$ cat config.mk
export PLATFORM = sky130hd
export DESIGN_NAME = ff_bank_sequencer_flat
export DESIGN_NICKNAME = d
export VERILOG_FILES = /design/src/rtl/ff_bank_sequencer_pkg.sv /design/src/rtl/ff_bank_sequencer_if.sv /design/src/rtl/ff_bank_sequencer_rr_arbiter.sv /design/src/rtl/ff_bank_sequencer.sv /design/src/flat_wrapper.sv
export SDC_FILE = /design/constraint.sdc
export NUM_CORES = 1
export LEC_CHECK = 0
export CORE_MARGIN = 2
export CORE_UTILIZATION = 43
export DETAILED_ROUTE_END_ITERATION = 7
export PLACE_DENSITY = 0.8
export SLEW_MARGIN = 20
export SYNTH_ARGS = -nofsm -noshare
export SYNTH_HDL_FRONTEND = slang
export SYNTH_HIERARCHICAL = 1
export SYNTH_SLANG_ARGS = --single-unit
$ cat constraint.sdc
create_clock -name Clk -period 3.6 [get_ports Clk]
set_input_delay 0.72 -clock Clk [delete_from_list [all_inputs] [get_ports Clk]]
set_output_delay 0.72 -clock Clk [all_outputs]
set_load 0.005 [all_outputs]
$ cat src/rtl/ff_bank_sequencer_pkg.sv
// Shared types and constants for the flip-flop bank sequencer.
package ff_seq_pkg;

  typedef enum logic [2:0] {
    ST_IDLE    = 3'd0,
    ST_SETUP   = 3'd1,
    ST_STROBE  = 3'd2,
    ST_PULSE   = 3'd3,
    ST_RECOVER = 3'd4
  } state_t;

  localparam logic [1:0] OP_LOAD    = 2'b00;
  localparam logic [1:0] OP_PRESET  = 2'b01;
  localparam logic [1:0] OP_CLEAR   = 2'b10;
  localparam logic [1:0] OP_ILLEGAL = 2'b11;

  function automatic int max2(input int a, input int b);
    return (a > b) ? a : b;
  endfunction

endpackage

$ cat src/rtl/ff_bank_sequencer_if.sv
// Request bus from REQ requesters to the sequencer.
// Handshake: a requester raises Req_valid[i] with op/mask/data stable and holds
// them until it sees Req_ready[i] high for one cycle; the request is taken on
// the rising edge that ends that cycle. Dropping valid earlier withdraws it.
interface ff_bank_sequencer_if #(
  parameter int BLOCKS = 2,
  parameter int REQ    = 4
);
  logic [REQ-1:0]        Req_valid;
  logic [2*REQ-1:0]      Req_op;
  logic [BLOCKS*REQ-1:0] Req_mask;
  logic [BLOCKS*REQ-1:0] Req_data;
  logic [REQ-1:0]        Req_ready;

  modport master (
    output Req_valid, Req_op, Req_mask, Req_data,
    input  Req_ready
  );

  modport slave (
    input  Req_valid, Req_op, Req_mask, Req_data,
    output Req_ready
  );
endinterface

$ cat src/rtl/ff_bank_sequencer_rr_arbiter.sv
// Round-robin arbiter: the pointer names the highest-priority requester and
// moves past the winner on every accepted grant.
module rr_arbiter #(
  parameter int REQ = 4,
  localparam int PW = (REQ > 1) ? $clog2(REQ) : 1
) (
  input  logic           clk,
  input  logic           rst,
  input  logic [REQ-1:0] valid,
  input  logic           accept,
  output logic [REQ-1:0] grant,
  output logic [PW-1:0]  grant_idx,
  output logic           any
);

  logic [PW-1:0] ptr;
  logic [PW-1:0] cand;
  int            idx;

  always_comb begin
    grant     = '0;
    grant_idx = '0;
    any       = 1'b0;
    idx       = 0;
    cand      = '0;
    for (int i = 0; i < REQ; i++) begin
      idx = int'(ptr) + i;
      if (idx >= REQ) idx = idx - REQ;
      cand = PW'(idx);
      if (!any && valid[cand]) begin
        any       = 1'b1;
        grant_idx = cand;
      end
    end
    if (any) grant[grant_idx] = 1'b1;
  end

  always_ff @(posedge clk or posedge rst) begin
    if (rst) begin
      ptr <= '0;
    end else if (accept && any) begin
      ptr <= (grant_idx == PW'(REQ - 1)) ? '0 : grant_idx + PW'(1);
    end
  end

endmodule

$ cat src/rtl/ff_bank_sequencer.sv
// Arbitrates load/preset/clear requests and sequences them onto a bank of
// async-preset/clear D flip-flops with safe pulse width and recovery spacing.
module ff_bank_sequencer
  import ff_seq_pkg::*;
#(
  parameter int BLOCKS          = 2,
  parameter int REQ             = 4,
  parameter int PULSE_CYCLES    = 2,
  parameter int RECOVERY_CYCLES = 1
) (
  input  logic                Clk,
  input  logic                Clear,
  ff_bank_sequencer_if.slave  req,
  output logic                Err,
  output logic                Done,
  output logic                Busy,
  output logic [BLOCKS-1:0]   D,
  output logic [BLOCKS-1:0]   Clk_en,
  output logic [BLOCKS-1:0]   Preset_bar,
  output logic [BLOCKS-1:0]   Clear_bar,
  output state_t              dbg_state
);

  localparam int PW      = (REQ > 1) ? $clog2(REQ) : 1;
  localparam int CNT_MAX = max2(PULSE_CYCLES, RECOVERY_CYCLES);
  localparam int CW      = $clog2(CNT_MAX + 1);
  localparam logic [CW-1:0] PULSE_LAST = CW'(PULSE_CYCLES - 1);
  localparam logic [CW-1:0] REC_LAST   = CW'(RECOVERY_CYCLES - 1);

  state_t            state, next_state;
  logic [CW-1:0]     cnt;
  logic              boot;
  logic [1:0]        op_q;
  logic [BLOCKS-1:0] mask_q;
  logic [BLOCKS-1:0] d_q;

  logic [REQ-1:0]    grant;
  logic [PW-1:0]     gidx;
  logic              any;
  logic              accept;
  logic [1:0]        op_sel;
  logic [BLOCKS-1:0] mask_sel;
  logic [BLOCKS-1:0] data_sel;
  logic              rec_last;

  assign accept = (state == ST_IDLE) && any;

  rr_arbiter #(.REQ(REQ)) u_arb (
    .clk       (Clk),
    .rst       (Clear),
    .valid     (req.Req_valid),
    .accept    (accept),
    .grant     (grant),
    .grant_idx (gidx),
    .any       (any)
  );

  always_comb begin
    op_sel   = req.Req_op[2*int'(gidx) +: 2];
    mask_sel = req.Req_mask[BLOCKS*int'(gidx) +: BLOCKS];
    data_sel = req.Req_data[BLOCKS*int'(gidx) +: BLOCKS];
  end

  // boot holds the bank cleared while reset is applied, then lets one
  // RECOVER pass run with Clear_bar released before IDLE.
  always_ff @(posedge Clk or posedge Clear) begin
    if (Clear) begin
      state <= ST_RECOVER;
      boot  <= 1'b1;
      cnt   <= '0;
    end else begin
      state <= next_state;
      boot  <= 1'b0;
      if (boot || next_state != state) begin
        cnt <= '0;
      end else if (state == ST_PULSE || state == ST_RECOVER) begin
        cnt <= cnt + CW'(1);
      end
    end
  end

  always_ff @(posedge Clk or posedge Clear) begin
    if (Clear) begin
      op_q   <= OP_LOAD;
      mask_q <= '0;
      d_q    <= '0;
    end else if (accept) begin
      op_q   <= op_sel;
      mask_q <= mask_sel;
      if (op_sel == OP_LOAD) d_q <= (d_q & ~mask_sel) | (data_sel & mask_sel);
    end
  end

  always_comb begin
    next_state = state;
    case (state)
      ST_IDLE: begin
        if (any && op_sel != OP_ILLEGAL && mask_sel != '0) begin
          next_state = (op_sel == OP_LOAD) ? ST_SETUP : ST_PULSE;
        end
      end
      ST_SETUP:   next_state = ST_STROBE;
      ST_STROBE:  next_state = ST_IDLE;
      ST_PULSE:   if (cnt == PULSE_LAST) next_state = ST_RECOVER;
      ST_RECOVER: if (!boot && cnt == REC_LAST) next_state = ST_IDLE;
      default:    next_state = ST_IDLE;
    endcase
  end

  // Only the line matching the latched op can go low, so preset and clear
  // never overlap on a bit.
  always_comb begin
    rec_last      = (state == ST_RECOVER) && !boot && (cnt == REC_LAST);
    req.Req_ready = accept ? grant : '0;
    Err           = accept && (op_sel == OP_ILLEGAL);
    Done          = (accept && (op_sel == OP_ILLEGAL || mask_sel == '0))
                  || (state == ST_STROBE)
                  || (rec_last && (op_q == OP_PRESET || op_q == OP_CLEAR));
    Busy          = (state != ST_IDLE);
    D             = d_q;
    Clk_en        = (state == ST_STROBE) ? mask_q : '0;
    Preset_bar    = (state == ST_PULSE && op_q == OP_PRESET) ? ~mask_q : '1;
    Clear_bar     = boot ? '0
                  : (state == ST_PULSE && op_q == OP_CLEAR) ? ~mask_q : '1;
    dbg_state     = state;
  end

endmodule

$ cat src/flat_wrapper.sv
// flat-port wrapper written by rule: the top's interface ports become plain ports
module ff_bank_sequencer_flat import ff_seq_pkg::*;
#(
  parameter int BLOCKS          = 2,
  parameter int REQ             = 4,
  parameter int PULSE_CYCLES    = 2,
  parameter int RECOVERY_CYCLES = 1
)
  (Clk, Clear, Err, Done, Busy, D, Clk_en, Preset_bar, Clear_bar, dbg_state, req_Req_valid, req_Req_op, req_Req_mask, req_Req_data, req_Req_ready);
  ff_bank_sequencer_if #(.BLOCKS(BLOCKS), .REQ(REQ)) req_i ();
  input  logic Clk;
  input  logic Clear;
  output logic Err;
  output logic Done;
  output logic Busy;
  output logic [BLOCKS-1:0] D;
  output logic [BLOCKS-1:0] Clk_en;
  output logic [BLOCKS-1:0] Preset_bar;
  output logic [BLOCKS-1:0] Clear_bar;
  output state_t dbg_state;
  input wire logic [$bits(req_i.Req_valid)-1:0] req_Req_valid;
  input wire logic [$bits(req_i.Req_op)-1:0] req_Req_op;
  input wire logic [$bits(req_i.Req_mask)-1:0] req_Req_mask;
  input wire logic [$bits(req_i.Req_data)-1:0] req_Req_data;
  output wire logic [$bits(req_i.Req_ready)-1:0] req_Req_ready;
  assign req_i.Req_valid = req_Req_valid;
  assign req_i.Req_op = req_Req_op;
  assign req_i.Req_mask = req_Req_mask;
  assign req_i.Req_data = req_Req_data;
  assign req_Req_ready = req_i.Req_ready;
  ff_bank_sequencer #(.BLOCKS(BLOCKS), .REQ(REQ), .PULSE_CYCLES(PULSE_CYCLES), .RECOVERY_CYCLES(RECOVERY_CYCLES)) u_core (.Clk(Clk), .Clear(Clear), .req(req_i), .Err(Err), .Done(Done), .Busy(Busy), .D(D), .Clk_en(Clk_en), .Preset_bar(Preset_bar), .Clear_bar(Clear_bar), .dbg_state(dbg_state));
endmodule
=== After elaboration in Yosys (flattened, before gate mapping) ===
Index checks and enable logic that the tools add are counted.

* Register bits: 14
* Input port bits: 30
* Output and inout port bits: 18
* Logic and storage cells: 115

* Add/sub/neg operators: 9
* $lt $le $gt $ge: 10
* Equal/unequal tests: 11
* Shift operators: 3
* Mux-type cells: 36
* Bitwise logic cells: 5
* Reduce and logical (&&, ||, !) cells: 34

{| class="wikitable"
|+ Operators with widths
! kind !! number
|-
| 2-bit 2-to-1 mux || 16
|-
| 8-bit by 4-bit indexed part select with 2-bit output || 3
|-
| 1-bit logical AND || 16
|-
| 2-bit by 3-bit < comparator with 1-bit output, second input constant || 5
|-
| 3-bit case mux with 4 select lines || 1
|-
| 3-bit >= comparator, second input constant || 3
|-
| 1-bit 2-to-1 mux || 9
|-
| 3-bit 2-to-1 mux || 3
|-
| 1-bit binary-select mux with 2-bit select || 4
|-
| 4-bit 2-to-1 mux || 2
|-
| 2-bit by 1-bit subtractor with 2-bit output, second input constant || 4
|-
| 2-bit by 2-bit adder with 3-bit output, second input constant || 2
|-
| 2-bit equality test, second input constant || 3
|-
| 3-bit by 2-bit equality test with 1-bit output, second input constant || 2
|-
| 2-bit zero test || 3
|-
| 1-bit logical OR || 6
|-
| 2-bit by 1-bit adder with 2-bit output, second input constant || 2
|-
| 2-bit bitwise AND || 2
|-
| 2-bit by 1-bit equality test with 1-bit output, second input constant || 2
|-
| 1-bit zero test || 4
|-
| 2-bit inverter || 2
|-
| 2-bit nonzero test || 2
|-
| 2-bit by 1-bit adder with 3-bit output, second input constant || 1
|-
| 3-bit by 1-bit equality test with 1-bit output, second input constant || 1
|-
| other kinds (10) || 10
|}

=== Longest topological paths before layout ===
Gate-level depths: netlist (run 1).

* Depth after elaboration: 23
* Depth in mapped cells: 8
* Gate-level depth less buffers: 7

=== Hierarchy ===
Netlist (run 1), hierarchy kept.

{| class="wikitable"
|+ Modules (own cells, without submodules)
! module !! instances !! cells an instance !! area an instance (sq um) !! seq. area each (sq um)
|-
| ff_bank_sequencer || 1 || 92 || 917.1 || 302.8
|-
| rr_arbiter || 1 || 32 || 277.8 || 50.0
|}

=== Worst setup path before layout (run 1) ===
No wires, ideal clock.

* Path kind: input to output
* Start: in req_Req_valid[2]
* End: out Done
* Arrival time: 2.492 ns
* Required time: 2.880 ns
* Slack: 0.388 ns
* Stages: 8
* Path buffers: 1
* Path through: mux2i_1 > nor2_1 > nor3_1 > buf_6 > mux4_2 > o2bb2ai_2 > a221oi_1 > nor2_1

* Longest elaborated chain between the ends: 18
* Elaborated cells between the ends (all ways): 31
* Classes of those cells: eq/ne (1); shift (2); mux (16); reduce/logical (12)

{| class="wikitable"
|+ RTL lines
! item !! RTL line !! text
|-
| start: declaration || flat_wrapper.sv:21 || <nowiki>input wire logic [$bits(req_i.Req_valid)-1:0] req_Req_valid;</nowiki>
|-
| 1-bit binary-select mux with 2-bit select || ff_bank_sequencer_rr_arbiter.sv:30 || <nowiki>if (!any && valid[cand]) begin</nowiki>
|-
| 1-bit 2-to-1 mux (not written as such) || ff_bank_sequencer_rr_arbiter.sv:30 ||
|-
| 1-bit 2-to-1 mux || ff_bank_sequencer_rr_arbiter.sv:30 ||
|-
| 1-bit zero test || ff_bank_sequencer_rr_arbiter.sv:30 ||
|-
| 1-bit logical AND || ff_bank_sequencer_rr_arbiter.sv:30 ||
|-
| 1-bit 2-to-1 mux || ff_bank_sequencer_rr_arbiter.sv:30 ||
|-
| 1-bit zero test || ff_bank_sequencer_rr_arbiter.sv:30 ||
|-
| 1-bit logical AND || ff_bank_sequencer_rr_arbiter.sv:30 ||
|-
| (+3 left out) || - ||
|-
| 2-bit 2-to-1 mux (*) || ff_bank_sequencer_rr_arbiter.sv:30 ||
|-
| net u_core.gidx[0] || ff_bank_sequencer.sv:38 || <nowiki>logic [PW-1:0] gidx;</nowiki>
|-
| 8-bit by 4-bit indexed part select with 2-bit output (on tied branches) || ff_bank_sequencer.sv:59, ff_bank_sequencer.sv:60 ||
|-
| 2-bit equality test / 2-bit zero test (equally long branches) || ff_bank_sequencer.sv:116 || <nowiki>Done = (accept && (op_sel == OP_ILLEGAL || mask_sel == '0))</nowiki>
|-
| 1-bit logical OR (*) || ff_bank_sequencer.sv:116 ||
|-
| 1-bit logical AND (*) || ff_bank_sequencer.sv:116 ||
|-
| 1-bit logical OR (*) || ff_bank_sequencer.sv:117 || <nowiki>|| (state == ST_STROBE)</nowiki>
|-
| 1-bit logical OR (*) || ff_bank_sequencer.sv:118 || <nowiki>|| (rec_last && (op_q == OP_PRESET || op_q == OP_CLEAR));</nowiki>
|-
| end: declaration || flat_wrapper.sv:14 || <nowiki>output logic Done;</nowiki>
|}

Mark *: on every way through the listed nets, which the timed path passes. The rest lies on a longest branch. The select of a mux whose other input is x is not followed.

=== Worst setup path after layout (run 1) ===
* Start: in req_Req_valid[0]
* End: out req_Req_ready[3]

* Elaborated cells between the ends (all ways): 30
* Classes of those cells: order compare (2); mux (20); reduce/logical (8)

{| class="wikitable"
|+ RTL lines
! item !! RTL line !! text
|-
| 1-bit binary-select mux with 2-bit select || ff_bank_sequencer_rr_arbiter.sv:30 ||
|-
| 1-bit 2-to-1 mux (not written as such) || ff_bank_sequencer_rr_arbiter.sv:30 ||
|-
| 1-bit 2-to-1 mux || ff_bank_sequencer_rr_arbiter.sv:30 ||
|-
| 1-bit zero test || ff_bank_sequencer_rr_arbiter.sv:30 ||
|-
| 1-bit logical AND || ff_bank_sequencer_rr_arbiter.sv:30 ||
|-
| 1-bit 2-to-1 mux || ff_bank_sequencer_rr_arbiter.sv:30 ||
|-
| 1-bit zero test || ff_bank_sequencer_rr_arbiter.sv:30 ||
|-
| 1-bit logical AND || ff_bank_sequencer_rr_arbiter.sv:30 ||
|-
| 1-bit 2-to-1 mux || ff_bank_sequencer_rr_arbiter.sv:30 ||
|-
| 1-bit zero test || ff_bank_sequencer_rr_arbiter.sv:30 ||
|-
| 1-bit logical AND || ff_bank_sequencer_rr_arbiter.sv:30 ||
|-
| 1-bit 2-to-1 mux (*) || ff_bank_sequencer_rr_arbiter.sv:30 ||
|-
| net u_core.any || ff_bank_sequencer.sv:39 || <nowiki>logic any;</nowiki>
|-
| 4-bit 2-to-1 mux / 1-bit logical AND (equally long branches) || ff_bank_sequencer_rr_arbiter.sv:35, ff_bank_sequencer.sv:46 ||
|-
| 4-bit 2-to-1 mux (*) || ff_bank_sequencer.sv:114 || <nowiki>req.Req_ready = accept ? grant : '0;</nowiki>
|-
| end: declaration || flat_wrapper.sv:25 || <nowiki>output wire logic [$bits(req_i.Req_ready)-1:0] req_Req_ready;</nowiki>
|}

Marks and branches as above.

==> results of run 1 <==
[worst max-delay path, stage by stage]
cell and delay, ns:
dlygate4sd2_1 0.27, buf_4 0.15, or4_1 0.56, nor2b_1 0.21
nand2_1 0.13, inv_1 0.12, and2_1 0.19, clkdlybuf4s50_1 0.44
[path summary, 6_finish.rpt]
path	start	endpoint	slack [ns]	cells after the start
setup / recovery	req_Req_valid[0]	req_Req_ready[3]	0.1	8
hold / removal	flop	flop	0.50	1
setup reg to reg	u_core/u_arb/ptr[1]	flop	0.88	9
hold reg to reg	flop	flop	0.50	1
max in group asynchronous	Clear	u_core/dbg_state[2]	2.48	2
min in group asynchronous	Clear	u_core/u_arb/ptr[1]	0.60	2
[cell usage after synthesis (3+ instances only)]
| library cell | n |
|---|---|
| mux2_1 | 3 |
| inv_1 | 8 |
| mux4_1 | 3 |
| mux4_2 | 3 |
| dfrtp_1 | 12 |
| and2_1 | 4 |
| o21ai_0 | 4 |
| clkbuf_1 | 4 |
| nor2_1 | 6 |
| nand2_1 | 15 |
| and2_2 | 4 |
| a21oi_1 | 5 |
| ha_1 | 8 |
[power by group through the flow]
stage               clock (mW)  combinational (mW)  sequential [mW]
global placement             0               0.701            0.292
floorplan                    0               0.429            0.261
global route             0.123               0.851            0.310
CTS                      0.116               0.768            0.294
detailed placement           0               0.726            0.297
finish                   0.112               0.790            0.300
[logic make-up (layout without fill, tap and decap cells)]
family                   Yosys count  after routing  synth area share
AND/OR/NAND/NOR                   52             52             0.247
buffers and inverters             14             80            0.0565
other                              1              1           0.00314
flip-flops                        14             14             0.295
AO/OA/AOI/OAI                     24             24             0.148
XOR/XNOR                           1              1           0.00733
multiplexers                      10             10             0.159
adder cells (fa/ha/maj)            8              8            0.0838
[per-stage QoR]
step / setup WS [ns] / area, sq um
final: 0.0971 / 1880
after global routing: 0.00116 / 1880
after CTS: 0.0127 / 1860
after detailed placement: -0.495 / 1790
after global placement: -0.391 / 1790
after floorplan: 0.388 / 1190
[timing repair]
action                     4_1_cts  5_1_grt
resized for setup               10        6
pin swaps                        1        4
hold buffers                     0        0
setup endpoints to repair        6        2
hold endpoints to repair         0        0
setup buffers                    4        1
[layout make-up]
class / instances / area share
clock buffers: 4 / 0.0193
inverters: 8 / 0.0160
multi-input cells: 96 / 0.427
flip-flops and latches: 14 / 0.188
well taps: 31 / 0.0207
repair buffers: 68 / 0.329
[layer usage]
| layer | track usage | vias to the layer above | part of all wire |
|---|---|---|---|
| met5 | 0 | - | 0 |
| met4 | 0.0748 | 0 | 0.0082 |
| met3 | 0.0323 | 4 | 0.050 |
| met2 | 0.445 | 45 | 0.56 |
| met1 | 0.245 | 599 | 0.38 |
| li1 | - | 580 | - |
[cell usage in the layout (no fill, tap or decap), drive strengths merged, types with 2 or more instances in the layout]
| master | count |
|---|---|
| buf | 21 |
| nor3b | 2 |
| mux4 | 6 |
| dfrtp | 12 |
| nor3 | 2 |
| inv | 8 |
| and2 | 8 |
| a221oi | 2 |
| nand3b | 2 |
| o21ai | 4 |
| mux2 | 3 |
| nand2b | 2 |
| nor4 | 2 |
| dfstp | 2 |
| and3b | 2 |
| a21oi | 5 |
| or3 | 2 |
| clkbuf | 5 |
| dlygate4sd2 | 4 |
| ha | 8 |
| nand2 | 16 |
| o22ai | 2 |
| nor2 | 7 |
| clkdlybuf4s50 | 41 |
| nor2b | 2 |
==> summary.txt, run 1 <==
Timing
  – Final setup viols: 0
  – Final hold slack: around 0.50 ns
  – RSZ-0062 raised after global routing: false
  – Final hold vios: 0
  – Setup Total Neg Slack: 0 ns
  – Shortest period the worst path allows: approximately 3.5 ns
  – Clk_skew: 0.00536 ns
  – Fmax: 285 MHz
  – Period utilization: 0.973
  – Slew Limit Fails: 0

Clocking
  – Clk root buf: clkbuf_4
  – Cts bufs inserted: 3
  – Clk slew on worst S/H paths: 0.08 ns
  – CTS tree: yes
  – Clock latency on the worst-skew pair: 0.28 ns
  – H-tree depth: 1
  – CTS Buffer Depth: 2
  – Total clock sinks: 14

Final layout
  – ANT cells: 0
  – Register area: approximately 350 sq um
  – Area grow syn2layout: 57.2%
  – Non-filler cells, final: 221
  – Nets: approximately 230
  – Utilization after layout: 0.699
  – Layout cells sized above 1: 0.242
  – Fill count: ~220
  – Multi-input logic area: about 800 sq um

Logic synthesis
  – EDFF count, synth: 0
  – Distinct cells, synth: 46
  – Yosys warning count: 6
  – Syn nets: 162
  – Async S/R FF share, synth: 1.00
  – Post-synth top area share: 0.251
  – Seq cells post-synth: 14
  – Largest area contributor in the netlist: dfrtp_1
  – Syn Area/Cell: ~9.6 sq um
  – Synth top area cells: dfrtp_1 (25%), ha_1 (8.4%), mux4_1 (6.6%)
  – Register area share after synthesis: 0.295
  – Syn Inst Count: 124
  – Ys flop type: dfrtp_1
  – Post-Synthesis Cell Area: 1190 sq um

Detailed routing
  – Number of vias per cell: around 5.6
  – DRC Markers: 0
  – First-pass iteration count of the detailed router: 4
  – DRT antenna net count: 0
  – Vias: 1,228
  – Wirelength per Cell: roughly 16 um
  – Drt first-iter violations: 55
  – Drt total wl: 3540 um

Floorplan
  – Row cnt: 19
  – I/O Pins: between 40 and 50
  – Initial core utilization: 0.445
  – Die H: between 50 and 60 um
  – Die area: around 3200 sq um
  – Total core area: between 2000 and 3000 sq um
  – DIE WIDTH: 56.7 um

Power
  – Total Power: 1.20 mW
  – Clock share of power: 0.093
  – Logic pwr share: 0.658
  – Internal: around 0.74 mW
  – Lkg Pwr: 0.818 nW
  – PwrDens: around 640 nW/um^2
  – Net Switching: ~0.47 mW
  – Seq pwr share: 0.250
  – Peak supply drop: 0.501 mV
  – Sw frac: 0.387

GRT
  – Overall routing resource usage: 0.228
  – Vias in the first global route: between 1,000 and 1,500
  – Initial antenna violation count: 0
  – Gr ovfl total: 0
  – First-pass GRT wire length: 5690 um
  – Largest net degree at the start of global routing: 18

Status
  – Status: finished clean

Critical path
  – Crit path max fanout: 7
  – CP required: roughly 2.9 ns
  – Critical Path End Type: primary output
  – Critical path type: input pin to primary output
  – CP startpoint kind: input pin
  – CP Data Arrival Time: ~2.8 ns

Placed design
  – Buffers added on ports: 47
  – Placer congestion estimate: approximately 0.8
  – Dpl hpwl: between 2000 and 3000 um
  – Placed cells: roughly 210

Job
  – Max Cap Viol: 0

Min path
  – Hold crit path type: flop to flop
Note: power is estimated with default switching activity, not from simulation.
==> inputs of run 2 (changes only) <==
Settings changed: ABC_AREA set to 0, CORE_UTILIZATION 43 to 40, PLACE_DENSITY 0.8 to 0.75.
==> summary.txt, run 2 (synthesis gave the netlist of run 1 again) <==
Status
  – Status: finished with violations
  – Failing checks: DRC

Clocking
  – Clk slew on worst S/H paths: 0.09 ns (about the same)
  – H-tree depth: 1 (unchanged)
  – CTS tree: yes
  – Clk root buf: clkbuf_4
  – Cts bufs inserted: 3 (unchanged)
  – CTS Buffer Depth: 2 (unchanged)
  – CTS hold repair buffers: 0 (unchanged)
  – Clock latency on the worst-skew pair: 0.28 ns (about the same)
  – Total clock sinks: 14 (unchanged)

Final layout
  – Commonest non-fill, non-tap cell in the layout: clkdlybuf4s50_1
  – Non-filler cells, final: 220 (-0.45%)
  – ANT cells: 0 (unchanged)
  – Layout cells sized above 1: 0.233 (-0.00930)
  – Nets: 228 (-0.44%)
  – Commonest cells after routing, fill and taps aside: clkdlybuf4s50_1 (41), buf_4 (20), nand2_1 (15), dfrtp_1 (12)
  – Area grow syn2layout: 54.1%

Critical path
  – Critical path type: flop to primary output
  – R2r worst-path depth: 10 (+1)
  – Crit-path slowest cell: mux4_2
  – CP most frequent cell: buf_4
  – CP required: 2.88 ns (about the same)
  – Crit path cell chain: mux2i_1, nor2_1, nor3_2, buf_4, mux4_2, buf_4, buf_4, and3_2, dlygate4sd2_1
  – Crit path max fanout: 7 (unchanged)
  – Crit path largest cell delay: 0.51 ns (-0.05 ns)
  – CP Data Arrival Time: 2.71 ns (-0.07 ns)
  – Critical Path End Type: primary output
  – CP startpoint kind: flop

Detailed routing
  – DRC Markers: 2 (+2)
  – Number of vias per cell: 5.44 (-2.1%)
  – Drt first-iter violations: 35 (-36%)
  – Drt total wl: 3160 um (-11%)
  – Wirelength per Cell: 14.4 um (-10%)
  – DRT antenna net count: 0 (unchanged)
  – Vias: 1,197 (-2.5%)
  – First-pass iteration count of the detailed router: 8 (+4)

GRT
  – Vias in the first global route: 1,180 (-4.8%)
  – Initial antenna violation count: 0 (unchanged)
  – M2 GR Usage: 0.355 (-0.0904)
  – GR Layer Usage met3: 0.0154 (-0.0169)
  – Overall routing resource usage: 0.201 (-0.0270)
  – Largest net degree at the start of global routing: 18 (unchanged)
  – First-pass GRT wire length: 5380 um (-5.5%)
  – GRT busiest layer: met2
  – Grt met1 use: 0.259 (+0.0142)
  – Gr ovfl total: 0 (unchanged)

Power
  – Lkg Pwr: 0.811 nW (-0.91%)
  – Net Switching: 0.435 mW (-6.5%)
  – Peak supply drop: 0.284 mV (-43%)
  – Internal: 0.722 mW (-1.9%)
  – Sw frac: 0.376 (-0.0112)
  – Logic pwr share: 0.646 (-0.012)
  – PwrDens: 629 nW/um^2 (-1.8%)
  – Clock share of power: 0.097 (+0.004)
  – Total Power: 1.16 mW (-3.7%)
  – Seq pwr share: 0.257 (+0.007)

Min path
  – Hold crit path type: flop to flop
  – Hold Path Cell Cnt: 2 (+1)

Timing
  – Final hold vios: 0 (unchanged)
  – RSZ-0062 raised after global routing: false
  – Period utilization: 0.952 (-0.0208)
  – Fmax: 292 MHz (+2.2%)
  – Fin worst setup slack: 0.172 ns (+0.0749 ns)
  – Slew Limit Fails: 0 (unchanged)
  – Final setup viols: 0 (unchanged)
  – Shortest period the worst path allows: 3.43 ns (-0.0749 ns)
  – Clk_skew: 0.00319 ns (-0.00217 ns)
  – Setup Total Neg Slack: 0 ns (unchanged)

Placed design
  – Pre-CTS WS: -0.470 ns (+0.0252 ns)
  – Buffers added on ports: 47 (unchanged)
  – Dpl hpwl: 2570 um (-5.8%)
  – Placer congestion estimate: 0.836 (+5.9%)
  – Placed cells: 211 (-0.47%)

Floorplan
  – Initial core utilization: 0.426 (-0.0188)
  – Die area: 3440 sq um (+7.0%)
  – DIE WIDTH: 58.7 um (+3.4%)
  – Total core area: 2810 sq um (+4.4%)
  – I/O Pins: 48 (unchanged)
  – Die H: 58.7 um (+3.4%)
  – Row cnt: 19 (unchanged)

Job
  – Max Cap Viol: 0 (unchanged)
run 2: through the flow:
step	instance area [sq um]	utilization	hold WS, ns
final	1840	0.657	0.504
after global routing	1840	0.657	0.560
after CTS	1850	0.659	0.504
after detailed placement	1780	0.634	0.484
after global placement	1780	0.634	0.470
after floorplan	1190	-	0.451
run 2: area by class of cell:
class	instances	area, sq um
fillers	235	963
multi-input cells	96	782
repair buffers	67	602
flip-flops and latches	14	353
well taps	31	38.8
clock buffers	4	36.3
inverters	8	30.0
run 2: timing repair:
action | in CTS | in global routing
cloned | 0 | 0
gates resized for setup | 8 | 8
endpoints found under the hold margin | 0 | 0
pin swaps | 2 | 3
endpoints found under the setup margin | 6 | 2
buffers inserted | 5 | 0
run 2: worst max-delay path, delay by kind of cell, from the launching register on:
family / cells / cell delay, ns
AND/OR/NAND/NOR: 3 / 0.48
multiplexers: 2 / 0.79
flip-flops: 1 / 0.48
buffers and inverters: 4 / 0.70
run 2: power by group through the flow:
stage	Clock, mW	Combinational [mW]	Sequential (mW)
after floorplan	0	0.429	0.261
after global placement	0	0.696	0.292
after detailed placement	0	0.714	0.299
after CTS	0.116	0.747	0.296
after global routing	0.125	0.823	0.310
final	0.112	0.748	0.297
run 2: layer usage:
metal | part of all wire | routed length (um) | up-vias
met5 | 0 | 0 | -
met4 | 0.0044 | 14 | 0
met3 | 0.041 | 130 | 2
met2 | 0.53 | 1680 | 39
met1 | 0.42 | 1330 | 581
li1 | - | - | 575
run 2: path summary, 6_finish.rpt:
| check | startpoint | to | slack (ns) |
|---|---|---|---|
| max | u_core/u_arb/ptr[1] | Err | 0.17 |
| min | u_core/mask_q[0] | u_core/mask_q[0] | 0.50 |
| max reg2reg | u_core/u_arb/ptr[1] | flop | 0.77 |
| min reg2reg | u_core/mask_q[0] | u_core/mask_q[0] | 0.50 |
| max in group asynchronous | Clear | u_core/boot | 2.48 |
| min in group asynchronous | Clear | u_core/u_arb/ptr[1] | 0.62 |
==> inputs of run 3 (changes only) <==
Settings changed: PLACE_DENSITY 0.75 to 0.77, SYNTH_HIERARCHICAL 1 to not set.
Clock period 3.6 ns to 3 ns, I/O delays scaled along.
==> summary.txt, run 3 <==
Logic synthesis
  – Top-count cell post-synth: nand2_1
  – Distinct cells, synth: 43 (-6.5%)
  – Async S/R FF share, synth: 1.00 (unchanged)
  – Yosys warning count: 0 (-6)
  – Ys flop type: dfrtp_1
  – Largest area contributor in the netlist: dfrtp_1
  – Seq cells post-synth: 14 (unchanged)
  – Syn Inst Count: 139 (+12%)
  – Syn nets: 177 (+9.3%)
  – Most frequent cells after synthesis: nand2_1 (13), dfrtp_1 (12), inv_1 (11), mux2i_1 (10), nor2_1 (10)
  – Post-Synthesis Cell Area: 1250 sq um (+5.0%)
  – EDFF count, synth: 0 (unchanged)
  – Syn Area/Cell: 9.03 sq um (-6.3%)
  – Register area share after synthesis: 0.281 (-0.0141)
  – Synth top area cells: dfrtp_1 (24%), ha_1 (8.0%), mux2i_1 (8.0%)
  – Post-synth top area share: 0.239 (-0.0120)

Power
  – Logic pwr share: 0.684 (+0.038)
  – PwrDens: 804 nW/um^2 (+28%)
  – Seq pwr share: 0.229 (-0.028)
  – Lkg Pwr: 0.934 nW (+15%)
  – Peak supply drop: 0.388 mV (+36%)
  – Net Switching: 0.658 mW (+51%)
  – Clock share of power: 0.087 (-0.010)
  – Sw frac: 0.405 (+0.0292)
  – Internal: 0.966 mW (+34%)

Placed design
  – Placer congestion estimate: 0.812 (-2.8%)
  – Placed cells: 241 (+14%)
  – Buffers added on ports: 47 (unchanged)
  – Placed inst area: 1890 sq um (+6.4%)
  – Pre-CTS WS: -0.696 ns (-0.226 ns)
  – Dpl hpwl: 2600 um (+1.3%)

Detailed routing
  – Number of vias per cell: 5.21 (-4.2%)
  – DRC Markers: 0 (-2)
  – DRT antenna net count: 0 (unchanged)
  – Vias: 1,308 (+9.3%)
  – Drt total wl: 3320 um (+4.9%)
  – Wirelength per Cell: 13.2 um (-8.1%)
  – First-pass iteration count of the detailed router: 5 (-3)
  – Drt first-iter violations: 39 (+11%)

Final layout
  – Multi-input logic area: 875 sq um (+12%)
  – Commonest cells after routing, fill and taps aside: clkdlybuf4s50_1 (37), buf_4 (19), nand2_1 (13), dfrtp_1 (12)
  – Fill count: 247 (+5.1%)
  – Register area: 353 sq um (unchanged)
  – Finished Cell Area: 2020 sq um (+9.6%)
  – Nets: 246 (+7.9%)
  – Layout cells sized above 1: 0.266 (+0.0329)
  – Commonest non-fill, non-tap cell in the layout: clkdlybuf4s50_1
  – Area grow syn2layout: 60.9%
  – ANT cells: 0 (unchanged)
  – Non-filler cells, final: 251 (+14%)

Clocking
  – Clk slew on worst S/H paths: 0.09 ns (about the same)
  – Clock latency on the worst-skew pair: 0.28 ns (about the same)
  – H-tree depth: 1 (unchanged)
  – CTS hold repair buffers: 0 (unchanged)
  – Clk root buf: clkbuf_4
  – CTS Buffer Depth: 2 (unchanged)
  – Cts bufs inserted: 3 (unchanged)
  – Total clock sinks: 14 (unchanged)
  – CTS tree: yes

Critical path
  – Critical Path End Type: primary output
  – CP Data Arrival Time: 2.39 ns (-0.32 ns)
  – CP most frequent cell: buf_6
  – CP startpoint kind: input pin
  – Crit path largest cell delay: 0.29 ns (-0.22 ns)
  – Buf/Inv on CP: 4 (unchanged)
  – Critical path type: input pin to primary output
  – Crit path cell chain: clkdlybuf4s15_1, or2b_4, a21oi_4, a211oi_4, buf_6, buf_6, mux2i_2, mux2_4, a2bb2oi_4, o22ai_2, buf_2
  – Crit path max fanout: 3 (-4)
  – CP top delay family: buffers and inverters
  – Crit-path slowest cell: mux2_4
  – CP required: 2.40 ns (-0.48 ns)

Timing
  – Final hold slack: 0.521 ns (+0.0174 ns)
  – Fmax: 334 MHz
  – Slew Limit Fails: 0 (unchanged)
  – Period utilization: 0.997
  – Final setup viols: 0 (unchanged)
  – Fin worst setup slack: 0.00861 ns (-0.163 ns)
  – RSZ-0062 raised after global routing: true
  – Shortest period the worst path allows: between 2 and 3 ns
  – Rel. slew slack: 0.633
  – Slew @ Worst Pin: about 0.55 ns
  – Final hold vios: 0 (unchanged)
  – Clk_skew: 0.00278 ns (-0.000416 ns)

GRT
  – Initial antenna violation count: 0 (unchanged)
  – Largest net degree at the start of global routing: 15 (-3)
  – First-pass GRT wire length: 5530 um (+2.8%)
  – Gr ovfl total: 0 (unchanged)
  – Overall routing resource usage: 0.201 (about the same)
  – Vias in the first global route: 1,284 (+8.8%)

Floorplan
  – Row cnt: 20 (+1)
  – Die area: 3600 sq um (+4.7%)
  – Initial core utilization: 0.414 (-0.0115)
  – Total core area: 3030 sq um (+7.9%)
  – Die H: 60.0 um (+2.3%)
  – I/O Pins: 48 (unchanged)
  – DIE WIDTH: 60.0 um (+2.3%)

Status
  – Status: finished clean

Job
  – Max Cap Viol: 0 (unchanged)

Min path
  – Hold crit path type: flop to flop
## run 3: changes by cell type in the layout (fill, tap and decap cells not counted), sizes merged, moves of 3 or more
cell / before / now
mux2i: 1 / 10
mux4: 6 / 0
a21oi: 5 / 9
buf: 21 / 25
clkdlybuf4s50: 41 / 37
a211oi: 0 / 3
a31oi: 1 / 4
and2: 8 / 5
clkdlybuf4s15: 0 / 3
inv: 8 / 11
mux2: 3 / 6
nand2: 16 / 13
nor2: 7 / 10
## run 3: kinds of logic (layout without fill, tap and decap cells)
| logic type | count (synthesis) | count (layout) | share of synthesized area |
|---|---|---|---|
| compound gates | 35 | 35 | 0.221 |
| mux | 16 | 16 | 0.146 |
| other cells | 1 | 1 | 0.00299 |
| buf+inv | 18 | 86 | 0.0608 |
| fa+ha+maj | 8 | 8 | 0.0798 |
| simple gates | 46 | 46 | 0.201 |
| flops | 14 | 14 | 0.281 |
| xor+xnor | 1 | 1 | 0.00698 |
## run 3: power by group through the flow
stage	sequential, mW	clock (mW)	combinational (mW)
floorplan	0.318	0	0.646
global placement	0.355	0	1.01
detailed placement	0.361	0	1.04
CTS	0.366	0.142	1.07
global route	0.385	0.149	1.22
finish	0.372	0.141	1.11
## run 3: worst reg2reg max path, stage by stage (launching register included)
cell and delay, ns:
dfrtp_1 0.46, nand2b_1 0.20, a21oi_4 0.08, a211oi_4 0.28, buf_6 0.15, buf_6 0.11
mux2i_1 0.08, mux2_4 0.28, buf_4 0.13, buf_4 0.12, nand4b_4 0.16, mux2_4 0.30
## run 3: per-layer routing
metal,share of wire,GRT usage
met1,0.42,0.249
met2,0.49,0.354
met3,0.065,0.0216
met4,0.020,0.0762
met5,0,0
## run 3: final cells by class
class                           count  area share
Multi-Input combinational cell    107       0.433
Inverter                           11      0.0217
Tap cell                           44      0.0273
Clock buffer                        4      0.0180
Sequential cell                    14       0.175
Timing Repair Buffer               71       0.325
## run 3: worst paths after layout
path | from | endpoint | slack (ns) | cells past startpoint
hold reg to reg | flop | flop | 0.52 | 1
min in group asynchronous | Clear | u_core.cnt[0] | 0.65 | 2
hold / removal | flop | flop | 0.52 | 1
setup reg to reg | u_core.u_arb.ptr[0] | flop | 0.54 | 11
max in group asynchronous | Clear | u_core.dbg_state[2] | 1.98 | 2
setup / recovery | req_Req_valid[2] | Done | 0.009 | 11
## run 3: what timing repair did
item                                    CTS  global route
endpoints found under the setup margin    6             6
buffers inserted                          5             2
gates resized for setup                  25            12
pin swaps                                 5             3
endpoints found under the hold margin     0             0
## run 3: through the flow
stage / power, mW / setup TNS (ns) / util
after detailed placement: 1.40 / -3.36 / 0.625
after CTS: 1.58 / 0 / 0.653
final: 1.62 / 0 / 0.667
after floorplan: 0.963 / 0 / -
after global placement: 1.36 / -2.94 / 0.625
after global routing: 1.75 / -0.133 / 0.667
